<file path="src/rtl/bit_serial_shift_ctrl_pkg.sv">
// Shared types and constants for the bit-serial shift controller.
// Holds the FSM state encoding, datapath widths and the select-step helper.
package bit_serial_shift_ctrl_pkg;

  localparam int DATA_W = 64;
  localparam int SEL_W  = 6;

  typedef enum logic [1:0] {
    IDLE  = 2'd0,
    SHIFT = 2'd1,
    DONE  = 2'd2
  } state_e;

  // Next mux select: down for MSB-first, up for LSB-first.
  // Wraps at 6 bits; the beat counter, not the select,
  // decides when the word ends.
  function automatic logic [SEL_W-1:0] step_sel(
    input logic [SEL_W-1:0] sel,
    input logic             msb_first
  );
    if (msb_first)
      step_sel = sel - SEL_W'(1);
    else
      step_sel = sel + SEL_W'(1);
  endfunction

endpackage

</file>
<file path="src/rtl/bit_serial_shift_ctrl_if.sv">
// Load and serial-stream bundle for bit_serial_shift_ctrl.
// slave: controller side; master: producer/consumer side.
interface bit_serial_shift_ctrl_if;
  import bit_serial_shift_ctrl_pkg::*;

  logic              load_valid;
  logic              load_ready;
  logic [DATA_W-1:0] load_data;
  logic [SEL_W-1:0]  load_len;
  logic              load_msb_first;
  logic              ser_valid;
  logic              ser_ready;
  logic              ser_bit;
  logic              ser_last;
  logic              busy;
  logic              done;

  modport slave (
    input  load_valid,
    output load_ready,
    input  load_data,
    input  load_len,
    input  load_msb_first,
    output ser_valid,
    input  ser_ready,
    output ser_bit,
    output ser_last,
    output busy,
    output done
  );

  modport master (
    output load_valid,
    input  load_ready,
    output load_data,
    output load_len,
    output load_msb_first,
    input  ser_valid,
    output ser_ready,
    input  ser_bit,
    input  ser_last,
    input  busy,
    input  done
  );

endinterface

</file>
<file path="src/rtl/bit_serial_shift_ctrl_mux.sv">
// 64-to-1 single-bit multiplexer.
// Ports: data_i word, sel_i bit index, bit_o selected bit.
module Mux64to1
  import bit_serial_shift_ctrl_pkg::*;
(
  input  logic [DATA_W-1:0] data_i,
  input  logic [SEL_W-1:0]  sel_i,
  output logic              bit_o
);

  assign bit_o = data_i[sel_i];

endmodule

</file>
<file path="src/rtl/bit_serial_shift_ctrl.sv">
// Serializes a 64-bit word LSB- or MSB-first over a valid/ready stream.
// Ports: clock, reset_n (async, active-low), bus (slave modport).
// Build option SERIAL_PARITY_EN appends an even-parity beat.
module bit_serial_shift_ctrl
  import bit_serial_shift_ctrl_pkg::*;
(
  input  logic                  clock,
  input  logic                  reset_n,
  bit_serial_shift_ctrl_if.slave bus
);

  state_e            state_q, state_d;
  logic [DATA_W-1:0] data_q, data_d;
  logic [SEL_W-1:0]  sel_q, sel_d;
  logic [SEL_W-1:0]  cnt_q, cnt_d;
  logic [SEL_W-1:0]  len_q, len_d;
  logic              dir_q, dir_d;
  logic              mux_bit;
  logic              data_end;
`ifdef SERIAL_PARITY_EN
  logic              par_q, par_d;
  logic              pbeat_q, pbeat_d;
`endif

  Mux64to1 u_mux (
    .data_i (data_q),
    .sel_i  (sel_q),
    .bit_o  (mux_bit)
  );

  assign data_end = (cnt_q == len_q);

  always_ff @(posedge clock or negedge reset_n) begin
    if (!reset_n) begin
      state_q <= IDLE;
      data_q  <= '0;
      sel_q   <= '0;
      cnt_q   <= '0;
      len_q   <= '0;
      dir_q   <= 1'b0;
`ifdef SERIAL_PARITY_EN
      par_q   <= 1'b0;
      pbeat_q <= 1'b0;
`endif
    end else begin
      state_q <= state_d;
      data_q  <= data_d;
      sel_q   <= sel_d;
      cnt_q   <= cnt_d;
      len_q   <= len_d;
      dir_q   <= dir_d;
`ifdef SERIAL_PARITY_EN
      par_q   <= par_d;
      pbeat_q <= pbeat_d;
`endif
    end
  end

  always_comb begin
    state_d        = state_q;
    data_d         = data_q;
    sel_d          = sel_q;
    cnt_d          = cnt_q;
    len_d          = len_q;
    dir_d          = dir_q;
`ifdef SERIAL_PARITY_EN
    par_d          = par_q;
    pbeat_d        = pbeat_q;
`endif
    bus.load_ready = 1'b0;
    bus.ser_valid  = 1'b0;
    bus.ser_bit    = 1'b0;
    bus.ser_last   = 1'b0;
    bus.busy       = 1'b0;
    bus.done       = 1'b0;

    unique case (1'b1)
      (state_q == IDLE): begin
        bus.load_ready = 1'b1;
        if (bus.load_valid) begin
          data_d  = bus.load_data;
          len_d   = bus.load_len;
          dir_d   = bus.load_msb_first;
          cnt_d   = '0;
          sel_d   = bus.load_msb_first ? bus.load_len : '0;
`ifdef SERIAL_PARITY_EN
          par_d   = 1'b0;
          pbeat_d = 1'b0;
`endif
          state_d = SHIFT;
        end
      end

      (state_q == SHIFT): begin
        bus.ser_valid = 1'b1;
        bus.busy      = 1'b1;
`ifdef SERIAL_PARITY_EN
        // Parity beat follows the last data beat.
        bus.ser_bit  = pbeat_q ? par_q : mux_bit;
        bus.ser_last = pbeat_q;
        if (bus.ser_ready) begin
          if (pbeat_q) begin
            state_d = DONE;
          end else begin
            par_d = par_q ^ mux_bit;
            cnt_d = cnt_q + SEL_W'(1);
            sel_d = step_sel(sel_q, dir_q);
            if (data_end)
              pbeat_d = 1'b1;
          end
        end
`else
        bus.ser_bit  = mux_bit;
        bus.ser_last = data_end;
        if (bus.ser_ready) begin
          cnt_d = cnt_q + SEL_W'(1);
          sel_d = step_sel(sel_q, dir_q);
          if (data_end)
            state_d = DONE;
        end
`endif
      end

      (state_q == DONE): begin
        bus.done = 1'b1;
        state_d  = IDLE;
      end

      default: begin
        state_d = IDLE;
      end
    endcase
  end

endmodule

</file>
<file path="src/flat_wrapper.sv">
// flat-port wrapper written by rule: the top's interface ports become plain ports
module bit_serial_shift_ctrl_flat import bit_serial_shift_ctrl_pkg::*;
  (clock, reset_n, bus_load_valid, bus_load_ready, bus_load_data, bus_load_len, bus_load_msb_first, bus_ser_valid, bus_ser_ready, bus_ser_bit, bus_ser_last, bus_busy, bus_done);
  bit_serial_shift_ctrl_if bus_i ();
  input  logic clock;
  input  logic reset_n;
  input wire logic [$bits(bus_i.load_valid)-1:0] bus_load_valid;
  output wire logic [$bits(bus_i.load_ready)-1:0] bus_load_ready;
  input wire logic [$bits(bus_i.load_data)-1:0] bus_load_data;
  input wire logic [$bits(bus_i.load_len)-1:0] bus_load_len;
  input wire logic [$bits(bus_i.load_msb_first)-1:0] bus_load_msb_first;
  output wire logic [$bits(bus_i.ser_valid)-1:0] bus_ser_valid;
  input wire logic [$bits(bus_i.ser_ready)-1:0] bus_ser_ready;
  output wire logic [$bits(bus_i.ser_bit)-1:0] bus_ser_bit;
  output wire logic [$bits(bus_i.ser_last)-1:0] bus_ser_last;
  output wire logic [$bits(bus_i.busy)-1:0] bus_busy;
  output wire logic [$bits(bus_i.done)-1:0] bus_done;
  assign bus_i.load_valid = bus_load_valid;
  assign bus_load_ready = bus_i.load_ready;
  assign bus_i.load_data = bus_load_data;
  assign bus_i.load_len = bus_load_len;
  assign bus_i.load_msb_first = bus_load_msb_first;
  assign bus_ser_valid = bus_i.ser_valid;
  assign bus_i.ser_ready = bus_ser_ready;
  assign bus_ser_bit = bus_i.ser_bit;
  assign bus_ser_last = bus_i.ser_last;
  assign bus_busy = bus_i.busy;
  assign bus_done = bus_i.done;
  bit_serial_shift_ctrl u_core (.clock(clock), .reset_n(reset_n), .bus(bus_i));
endmodule
</file>
<file path="config.mk">
export PLATFORM = sky130hd
export DESIGN_NAME = bit_serial_shift_ctrl_flat
export DESIGN_NICKNAME = d
export VERILOG_FILES = /design/src/rtl/bit_serial_shift_ctrl_pkg.sv /design/src/rtl/bit_serial_shift_ctrl_if.sv /design/src/rtl/bit_serial_shift_ctrl_mux.sv /design/src/rtl/bit_serial_shift_ctrl.sv /design/src/flat_wrapper.sv
export SDC_FILE = /design/constraint.sdc
export NUM_CORES = 1
export LEC_CHECK = 0
export ABC_AREA = 1
export CAP_MARGIN = 20
export CORE_ASPECT_RATIO = 0.5
export CORE_MARGIN = 2
export CORE_UTILIZATION = 52
export DETAILED_ROUTE_END_ITERATION = 10
export PLACE_DENSITY_LB_ADDON = 0.2
export SLEW_MARGIN = 20
export SYNTH_ARGS = -nofsm -noshare
export SYNTH_HDL_FRONTEND = slang
export SYNTH_HIERARCHICAL = 1
export SYNTH_SLANG_ARGS = --single-unit
</file>
<file path="constraint.sdc">
create_clock -name clock -period 1.8 [get_ports clock]
set_input_delay 0.36 -clock clock [delete_from_list [all_inputs] [get_ports clock]]
set_output_delay 0.36 -clock clock [all_outputs]
set_load 0.01 [all_outputs]
</file>
## After elaboration in Yosys (flattened, before gate mapping)

Cells that the tools add are included.

| storage, ports and cells | value |
|---|---|
| register bits | 85 |
| latch bits | 0 |
| RAM bits | 0 |
| bits in read-only memories | 0 |
| input bits | 75 |
| output and inout port bits | 6 |
| word-level logic and storage cells | 40 |
| memories | 0 |

| operators by class | value |
|---|---|
| add/subtract/negate cells | 3 |
| multipliers | 0 |
| divide/modulo/power cells | 0 |
| order comparisons | 1 |
| eq/ne operators | 6 |
| shift-type cells | 0 |
| mux-type cells | 19 |
| bitwise logic cells | 0 |
| reductions and logical operators | 5 |

Operator list:

| cell | number |
|---|---|
| $mux W6 | 6 |
| $pmux W6 S2 | 2 |
| $add A6 B1 Y6 const B | 2 |
| $lt A6 B7 Y1 const B | 1 |
| $bmux W1 S6 | 1 |
| $eq A6 B6 Y1 | 1 |
| $mux W1 | 6 |
| $mux W2 | 3 |
| $reduce_and A3 Y1 | 2 |
| $sub A6 B1 Y6 const B | 1 |
| $ne A2 B2 Y1 const B | 2 |
| $pmux W2 S2 | 1 |
| $eq A2 B1 Y1 const B | 1 |
| $eq A2 B2 Y1 const B | 1 |
| $logic_not A2 Y1 | 1 |
| $ne A2 B1 Y1 const B | 1 |
| $reduce_and A2 Y1 | 1 |
| $reduce_bool A2 Y1 | 1 |

## Logic depth before layout (Yosys ltp)

Gate-level depths: netlist of run 1.

| depth | value |
|---|---|
| depth in word-level cells | 4 |
| gate-level depth with buffers | 13 |
| depth with buffers taken out | 11 |

## By module

Netlist of run 1, hierarchy kept.

Modules (own cells, without submodules):

| module | times used | cells an instance | area each (um2) | seq. area each (um2) |
|---|---|---|---|---|
| bit_serial_shift_ctrl | 1 | 431 | 3646.0 | 2127.0 |
| Mux64to1 | 1 | 152 | 696.9 | 0.0 |

## Worst setup path after synthesis of run 1

No wires, ideal clock.

| path | value |
|---|---|
| path kind | flip-flop to output port |
| start point | register u_core.sel_q[0] |
| end point | output port bus_ser_bit |
| arrival time | 1358 ps |
| required time | 1440 ps |
| path slack | 82 ps |
| stages on the path, launching flop included | 14 |
| path buffers | 2 |
| cells stage by stage | dfrtp_1 buf_6 inv_6 buf_6 nand2_1 nand3_1 nand3_1 nand2_1 nand2_1 nand3_1 nand3_1 nand2_1 inv_1 nor2_1 |

| between the ends | value |
|---|---|
| longest elaborated chain between the ends | 3 |

Ends and longest elaborated chain:

| what | line | RTL |
|---|---|---|
| start, declared | bit_serial_shift_ctrl.sv:14 | `logic [SEL_W-1:0] sel_q, sel_d;` |
| start signal, assigned | bit_serial_shift_ctrl.sv:48 | `sel_q <= sel_d;` |
| $bmux W1 S6 | bit_serial_shift_ctrl_mux.sv:11 | `assign bit_o = data_i[sel_i];` |
| $mux W1 (not written as such) | bit_serial_shift_ctrl_mux.sv:11 |  |
| net u_core.mux_bit | bit_serial_shift_ctrl.sv:18 | `logic mux_bit;` |
| $mux W1 | bit_serial_shift_ctrl.sv:77 | `unique case (1'b1)` |
| end, declared | flat_wrapper.sv:14 | `output wire logic [$bits(bus_i.ser_bit)-1:0] bus_ser_bit;` |

The timed path passes the listed nets, and every way through them passes these cells. The select of a mux whose other input is x is not followed.

## Worst setup path after layout of run 1

Ends and elaborated chain as after synthesis.

==> results of run 1 <==
==> layer usage <==
metal | vias to the layer above | global-route usage, %
met2 | 154 | 45.4
met5 | - | 0
met1 | 1981 | 33.9
met3 | 24 | 6.29
li1 | 2061 | -
met4 | 0 | 7.71
==> placed cells by master, fill, tap and decap left out, drive strengths merged <==
cell type	n
nand2	304
dfrtp	85
clkdlybuf4s50	73
nand3	70
buf	58
inv	33
nor2	16
o21ai	16
clkbuf	12
a21oi	9
xor2	5
ha	5
clkinv	5
dlygate4sd2	3
nand4	3
a31oi	2
o22ai	2
clkinvlp	1
bufinv	1
dlygate4sd3	1
dlymetal6s2s	1
nor3	1
or2	1
xnor2	1
fa	1
==> state kept, by name, summed over array words and instances, names as in the netlist <==
signal          cells
u_core/data_q      64
u_core/cnt_q        6
u_core/len_q        6
u_core/sel_q        6
u_core/state_q      2
u_core/dir_q        1
==> report_power, final <==
part / switching [mW] / total (mW) / internal [mW]
Sequential: 0.734 / 3.55 / 2.82
Combinational: 3.16 / 5.67 / 2.51
Clock: 0.746 / 1.85 / 1.11
==> final timing paths <==
path,start,slack [ns],endpoint
max in group asynchronous,reset_n,0.73,u_core/data_q[34]$_DFFE_PN0P_
worst min-delay path,u_core/data_q[20]$_DFFE_PN0P_,0.48,u_core/data_q[20]$_DFFE_PN0P_
worst min register to register,u_core/data_q[20]$_DFFE_PN0P_,0.48,u_core/data_q[20]$_DFFE_PN0P_
worst max-delay path,u_core/sel_q[0]$_DFFE_PN0P_,-0.52,bus_ser_bit
worst max register to register,u_core/sel_q[0]$_DFFE_PN0P_,0.10,u_core/sel_q[4]$_DFFE_PN0P_
min in group asynchronous,reset_n,0.52,u_core/len_q[3]$_DFFE_PN0P_
==> worst max-delay path, stage by stage, from the launching register on <==
cell     delay, ns
dfrtp_4       0.43
buf_12        0.19
buf_8         0.16
nand2_2       0.05
nand3_2       0.06
nand3_2       0.08
nand2_2       0.08
nand2_1       0.07
nand3_2       0.08
nand3_2       0.06
nand2_1       0.07
inv_1         0.04
nor2_1        0.10
buf_2         0.14
==> cell families (layout without fill, tap and decap cells) <==
logic type      after synthesis  after routing
simple gates                395            395
flops                        85             85
buf+inv                      62            188
compound gates               29             29
fa+ha+maj                     6              6
xor+xnor                      6              6
==> layout make-up <==
cell class                      instances  area, um2  share of cell area, %
Timing Repair Buffer                  136       1280                   20.7
Clock inverter                          4       47.5                  0.768
Sequential cell                        85       2130                   34.4
Inverter                               33        139                   2.24
Tap cell                              112        140                   2.26
Clock buffer                           12        246                   3.98
Timing Repair inverter                  3       48.8                  0.788
Multi-Input combinational cell        436       2160                   34.8
==> per-stage QoR <==
| step | area (um2) | setup WS, ns | total power, mW |
|---|---|---|---|
| floorplan | 4340 | 0.0824 | 6.54 |
| global placement | 5490 | -0.490 | 8.04 |
| detailed placement | 5490 | -0.539 | 8.22 |
| CTS | 5830 | -0.472 | 10.2 |
| global route | 6190 | -0.634 | 11.9 |
| finish | 6190 | -0.525 | 11.1 |
==> repair_timing <==
action                                 4_1_cts  5_1_grt
pin swaps                                    8       39
gates resized for setup                     21       89
hold buffers                                 1        0
endpoints found under the hold margin       27        0
gates cloned                                 3        2
setup buffers                                1        2
setup endpoints to repair                    6        5
==> flow_summary.yaml, run 1 <==
route:
  drt-initial-drc-count: 396
  avgViaCountPerCell: 5.14
  dr.pass1.iters: 5
  drc: 0
  routed_wl_um: 11800
  wl_per_cell_um: 14.3
  met3_length_um: 755
  route.met2.wl_um: 5660
  met1Wirelength_um: 5120
  via_count: 4220
  antenna_left: 0
  dr.max_layer_used: "met4"
cts:
  cts_max_path_buffers: 2
  cts_tree: "yes"
  clkLatencyLatePin_ns: 0.35
  cts_htree_levels: 3
  clk_pin_slew_ns: 0.06
  clock_sinks: 85
  cts_buffers: 9
  cts_root_buf: "clkbuf_16"
worst_hold_path:
  min_path_cells: 2
  hp-class: "register to register"
die:
  coreArea_um2: 8060
  start_util_pct: 53.9
  fp.dieArea_um2: 9140
  die_y_um: 68.6
  die_w_um: 133
  rows: 23
  ioPinCount: 81
grt:
  grt_pass1_vias: 3982
  grt_pass1_wl_um: 18500
  antenna_found_initial: 0
  grt_usage_pct: 26.3
  grt-ovfl-total: 0
  grt_max_degree: 70
run_status:
  violations: "negative setup slack"
  status: "finished, violations left"
synth:
  yosysUniqueCellTypes: 28
  synth_largest_area_cell: "dfrtp_1"
  ys.warnings.count: 6
  synth_xor_area_share_pct: 1.21
  synth_fa_ha_area_share_pct: 1.90
  ys_seq_area_share_pct: 49.0
  synth_edf_count: 0
  ys_ff_latch: 85
  postSynth.asyncResetShare_pct: 100
  syn_area_um2: 4340
  syn_inst: 583
  synthSimpleGateAreaFrac_pct: 37.0
  synth-compound-area-share_pct: 3.46
  synth_top_family_by_area: "simple AND/OR/NAND/NOR gates"
  synthMuxAreaShare_pct: 0
  yosysTopAreaCellShare_pct: 49.0
  synth_nets: 664
  synthTopCellsByCount: "nand2_1 (301), dfrtp_1 (85), nand3_1 (68)"
  synth_top_flop_cell: "dfrtp_1"
  syn_area_per_cell_um2: 7.45
  yosys-top-cells-area: "dfrtp_1 (49%), nand2_1 (26%), nand3_1 (7.8%), inv_1 (2.5%), ha_1 (1.4%)"
  yosysMostFrequentCell: "nand2_1"
timing:
  worst_pin_slew_ns: 0.497
  slew_headroom_pct: 66.9
  maxSlewViolCount: 0
  fin_ws_ns: -0.525
  hold_violations: 0
  rsz0062_at_grt: "yes"
  max_freq_ghz: 0.430
  whs_ns: 0.482
  setup_viol_count_final: 1
  finClkSkew_ns: 0.00402
  finalCritPeriodShare_pct: 129
  tns_ns: -0.525
  post-route-min-period_ns: 2.32
finish:
  n_antenna_cell: 0
  instances_no_fill: 821
  finish.utilization_pct: 76.8
  drive_gt1_share_pct: 21.7
  area_delta_synth_final_pct: 42.6
  nets: 785
  fillers: 564
setup_path:
  endpoint_kind: "primary output"
  ff2ff_path_depth: 10
  critPathKind: "register to primary output"
  worst-path-max-fanout: 6
  cp.required_ns: 1.44
  start_kind: "register"
  arrival_ns: 1.96
placement:
  dp.cells: 796
  gp_congestion: 0.878
  dp_hpwl_um: 7630
  portBuffers: 80
job:
  maxCapViolCount: 0
pwr:
  p_leak_nw: 3.25
  power_density_nw_per_um2: 1790
  max-vdd-ir-drop_mv: 0.949
(Power assumes the default switching activity.)
==> run 2, diff against run 1 <==
--- a/config.mk
+++ b/config.mk
@@ -11,7 +11,7 @@
 export CORE_MARGIN = 2
 export CORE_UTILIZATION = 52
 export DETAILED_ROUTE_END_ITERATION = 10
-export PLACE_DENSITY_LB_ADDON = 0.2
+export PLACE_DENSITY = 0.8
 export SLEW_MARGIN = 20
 export SYNTH_ARGS = -nofsm -noshare
 export SYNTH_HDL_FRONTEND = slang
==> run 2 against run 1 <==
Against the previous run:
- the flow finishes with violations (negative hold slack, negative setup slack)
- clock skew up 0.0036 ns
- first-iteration DRC count down 28%
- worst setup slack better by 0.0053 ns
- hold slack worse by 0.49 ns
- critical endpoint unchanged
- largest power group unchanged
==> flow_summary.yaml, run 2 (synthesis results as in run 1) <==
run_status:
  status: "finished, violations left"
  violations: "negative hold slack, negative setup slack"
finish:
  most-common-layout-cells: "nand2_1 (281), dfrtp_1 (84), clkdlybuf4s50_1 (73)"
  layout_commonest_cell: "nand2_1"
  largest_reg_flops: 64
  finalInstanceArea_um2: 6170
  fillers: 557
  drive_gt1_share_pct: 20.2
  nets: 779
  seqCellArea_um2: 2130
  area_delta_synth_final_pct: 42.1
  regMostFlops: "u_core/data_q"
  multi_input_area_um2: 2120
  n_antenna_cell: 0
cts:
  cts.hold.buffers_added: 0
  cts_max_path_buffers: 2
  cts_htree_levels: 3
  clock_sinks: 85
  cts_buffers: 9
  clk_pin_slew_ns: 0.07
  cts_root_buf: "clkbuf_16"
  cts_tree: "yes"
  clkLatencyLatePin_ns: 0.34
placement:
  portBuffers: 80
  dp_hpwl_um: 7370
  placed_cell_area_um2: 5450
  gp_congestion: 0.898
grt:
  grt_max_degree: 70
  grt_pass1_wl_um: 19100
  antenna_found_initial: 0
  grt-ovfl-total: 0
  grt_usage_pct: 27.1
  grt_pass1_vias: 4219
setup_path:
  endpoint_kind: "primary output"
  critPathKind: "register to primary output"
  worst-path-max-fanout: 7
  ff2ff_path_depth: 10
  cp.required_ns: 1.44
  r2r-start: "u_core/sel_q[0]$_DFFE_PN0P_"
  start_kind: "register"
  r2r-end: "u_core/sel_q[4]$_DFFE_PN0P_"
  reg2reg_slack_ns: 0.04
  arrival_ns: 1.96
route:
  via_count: 4291
  drt-initial-drc-count: 287
  antenna_left: 0
  wl_per_cell_um: 15.0
  drc: 0
  routed_wl_um: 12200
  dr.pass1.iters: 5
  avgViaCountPerCell: 5.27
pwr:
  p_total_mw: 11.2
  power_density_nw_per_um2: 1810
  max-vdd-ir-drop_mv: 0.994
  p_leak_nw: 3.22
timing:
  post-route-min-period_ns: 2.32
  whs_ns: -0.00905
  rsz0062_at_grt: "yes"
  max_freq_ghz: 0.431
  setup_viol_count_final: 2
  finalCritPeriodShare_pct: 129
  hold_violations: 12
  maxSlewViolCount: 0
  fin_ws_ns: -0.519
  finClkSkew_ns: 0.00761
  worst_pin_slew_ns: 0.515
  slew_headroom_pct: 65.7
worst_hold_path:
  hp-class: "primary input to async pin"
die:
  fp.dieArea_um2: 9140
  start_util_pct: 53.9
  die_y_um: 68.6
  coreArea_um2: 8060
  die_w_um: 133
  rows: 23
  ioPinCount: 81
job:
  maxCapViolCount: 0
-- run 2: cell types whose count changed in the layout (fill, tap and decap cells not counted), sizes merged --
cell,delta
dlygate4sd3,-1
bufinv,-1
clkbuf,+2
inv,+2
buf,-5
clkinvlp,-1
clkinv,-2
-- run 2: final cells by class --
type	count	area share (%)
Tap cell	112	2.27
Timing Repair Buffer	131	21.5
Sequential cell	85	34.5
Multi-Input combinational cell	436	34.4
Inverter	33	2.17
Clock inverter	3	0.304
Timing Repair inverter	2	0.466
Clock buffer	13	4.38
-- run 2: worst max-delay path by stage --
stage / start / end / slack (ns) / cells after the start
global route: u_core/sel_q[0]$_DFFE_PN0P_ / bus_ser_bit / -0.62 / 13
detailed placement: u_core/sel_q[0]$_DFFE_PN0P_ / bus_ser_bit / -0.51 / 12
floorplan: u_core/sel_q[0]$_DFFE_PN0P_ / bus_ser_bit / 0.08 / 13
CTS: u_core/sel_q[0]$_DFFE_PN0P_ / bus_ser_bit / -0.42 / 13
finish: u_core/sel_q[0]$_DFFE_PN0P_ / bus_ser_bit / -0.52 / 13
global placement: u_core/sel_q[0]$_DFFE_PN0P_ / bus_ser_bit / -0.50 / 12
-- run 2: critical path, stage by stage (launching register included) --
cell and delay [ns]:
dfrtp_2 0.42, buf_12 0.17, buf_12 0.15, nand2_2 0.06, nand3_2 0.06, nand3_2 0.09
nand2_2 0.11, nand2_2 0.06, nand3_2 0.08, nand3_2 0.08, nand2_2 0.07, inv_2 0.04
nor2_2 0.09, buf_2 0.14
-- run 2: layer usage --
layer | vias up | part of all wire (%) | GRT usage [%] | routed length [um]
li1 | 2053 | - | - | -
met1 | 2037 | 42 | 32.4 | 5130
met2 | 170 | 50 | 47.7 | 6150
met3 | 31 | 5.7 | 7.46 | 703
met4 | 0 | 2.0 | 11.8 | 249
met5 | - | 0 | 0 | 0
-- run 2: repair_timing --
action                     4_1_cts  5_1_grt
gates cloned                     4        1
hold endpoints to repair         0        0
gates resized for setup         29       64
setup buffers                    8        1
setup endpoints to repair        6        8
pin swaps                       16       36
-- run 2: per-stage QoR --
step	instances	setup WS [ns]	setup TNS [ns]	utilization, %
2_1_floorplan	583	0.0824	0	-
3_3_place_gp	786	-0.503	-0.623	67.7
3_5_place_dp	786	-0.510	-0.620	67.7
4_1_cts	814	-0.416	-0.447	73.4
5_1_grt	815	-0.624	-0.767	76.6
6_report	815	-0.519	-0.555	76.6
-- run 2: power by group --
part           switching, mW  internal, mW  total, mW  leakage (nW)
clock                  0.755          1.05       1.80         0.146
combinational           3.29          2.60       5.89          1.98
sequential             0.678          2.81       3.49          1.09
total                   4.72          6.46       11.2          3.22
==> edit: new RTL, settings of run 1 <==
Change the package constant `DATA_W` from 64 to 128.
--- a/src/rtl/bit_serial_shift_ctrl_pkg.sv
+++ b/src/rtl/bit_serial_shift_ctrl_pkg.sv
@@ -2,7 +2,7 @@
 // Holds the FSM state encoding, datapath widths and the select-step helper.
 package bit_serial_shift_ctrl_pkg;
 
-  localparam int DATA_W = 64;
+  localparam int DATA_W = 128;
   localparam int SEL_W  = 6;
 
   typedef enum logic [1:0] {
Interface: changed (resized bus_load_data); port bits go from 81 to 145. No check against the original RTL was run, so the function may have changed too.
==> edit against run 1 <==
Setup slack got worse by 35 ps. Final area decreased by 1.8%. The flow still finishes with violations (negative setup slack). Count of clock-buffer cells in the layout decreased by 3. Largest cell class is now flip-flops and latches. Sequential cell count unchanged. Power decreased by 1.5%. Largest power group unchanged. Routed wire length decreased by 0.79%. Area after synthesis increased by 0.89%.
==> edit: results <==
<?xml version="1.0" encoding="UTF-8"?>
<metrics>
  <group name="layout">
    <metric name="largest_reg_flops" unit="">64</metric>
    <metric name="drive_gt1_share" unit="%">17.9</metric>
  </group>
  <group name="run_status">
    <metric name="violations" unit="">negative setup slack</metric>
    <metric name="status" unit="">finished, violations left</metric>
  </group>
  <group name="min_path">
    <metric name="worstHoldPathType" unit="">in2async</metric>
  </group>
  <group name="placement">
    <metric name="preCtsSetupSlack" unit="ps">-548</metric>
    <metric name="routability_congestion" unit="">0.882</metric>
    <metric name="post-dp-hpwl" unit="µm">7250</metric>
  </group>
  <group name="power">
    <metric name="vdd_ir_drop_max" unit="mV">0.981</metric>
    <metric name="p_leak" unit="nW">3.16</metric>
    <metric name="switching_share" unit="%">41.9</metric>
  </group>
  <group name="route">
    <metric name="number_of_drc_markers_in_iteration_0" unit="">273</metric>
    <metric name="wirelength" unit="µm">11700</metric>
    <metric name="vias_per_cell" unit="">5.11</metric>
  </group>
  <group name="timing">
    <metric name="final.setup.worst_slack" unit="ps">-560</metric>
    <metric name="clock-skew-final" unit="ps">6.13</metric>
    <metric name="final-setup-viol-count" unit="">2</metric>
    <metric name="worst_pin_slew" unit="ps">403</metric>
  </group>
  <group name="global_routing">
    <metric name="grt_first_pass_wirelength" unit="µm">17600</metric>
    <metric name="grt_pass1_vias" unit="">3820</metric>
    <metric name="overall_track_demand_over_capacity_in_global_routing" unit="%">24.8</metric>
    <metric name="maximum_number_of_pins_on_one_net_before_global_route_repair" unit="">65</metric>
  </group>
  <group name="synthesis">
    <metric name="synthesis.nets" unit="">734</metric>
  </group>
  <group name="worst_setup_path">
    <metric name="cpPeakStageDelay" unit="ps">490</metric>
    <metric name="cp.arrival" unit="ps">2000</metric>
  </group>
</metrics>
==> edit: what timing repair did <==
action	CTS	global route
setup endpoints to repair	7	5
hold buffers	1	0
resized for setup	25	60
pin swaps	3	30
hold endpoints to repair	25	0
cloned	3	3
setup buffers	1	5
==> edit: final timing paths <==
path	end	from	depth (start not counted)	slack, ps
max	bus_ser_bit	u_core/sel_q[0]	13	-560
min	u_core/data_q[32]	reset_n	2	480
max reg2reg	u_core/sel_q[2]	u_core/sel_q[0]	10	0
min reg2reg	u_core/data_q[42]	u_core/data_q[42]	2	480
max in group asynchronous	u_core/data_q[51]	reset_n	3	730
min in group clock	u_core/data_q[42]	u_core/data_q[42]	2	480
==> edit: critical path, delay by kind of cell (launching register included) <==
family                 cells  cell delay (ps)
AND/OR/NAND/NOR            9              710
buffers and inverters      4              430
flip-flops                 1              490
==> edit: final cells by class <==
type	instances	area [µm²]
clock buffers	9	225
clock inverters	7	76.3
inverters	33	141
repair inverters	3	43.8
flip-flops and latches	85	2130
repair buffers	129	1270
fillers	609	2010
multi-input cells	436	2060
well taps	112	140
==> edit: power by group through the flow <==
stage	Combinational [mW]	Sequential [mW]	Clock (mW)
final	5.55	3.48	1.87
after global placement	4.54	3.44	0
after detailed placement	4.69	3.43	0
after global routing	6.18	3.57	1.98
after CTS	4.80	3.46	1.89
after floorplan	3.30	3.27	0
==> edit: layer usage <==
layer	wire length (µm)	global-route usage, %	up-vias
met5	0	0	-
met4	158	7.85	0
met3	855	6.36	13
met2	5550	40.9	155
met1	5100	33.0	1939
li1	-	-	2055
==> edit: per-stage QoR <==
step / area, µm² / cells / power [mW] / hold WS, ps / TNS (ps)
final: 6080 / 814 / 10.9 / 480 / -584
after floorplan: 4380 / 589 / 6.58 / 64.4 / 0
after global placement: 5450 / 786 / 7.99 / 295 / -575
after CTS: 5810 / 807 / 10.2 / 482 / -494
after detailed placement: 5450 / 786 / 8.12 / 295 / -628
after global routing: 6080 / 814 / 11.7 / 491 / -786
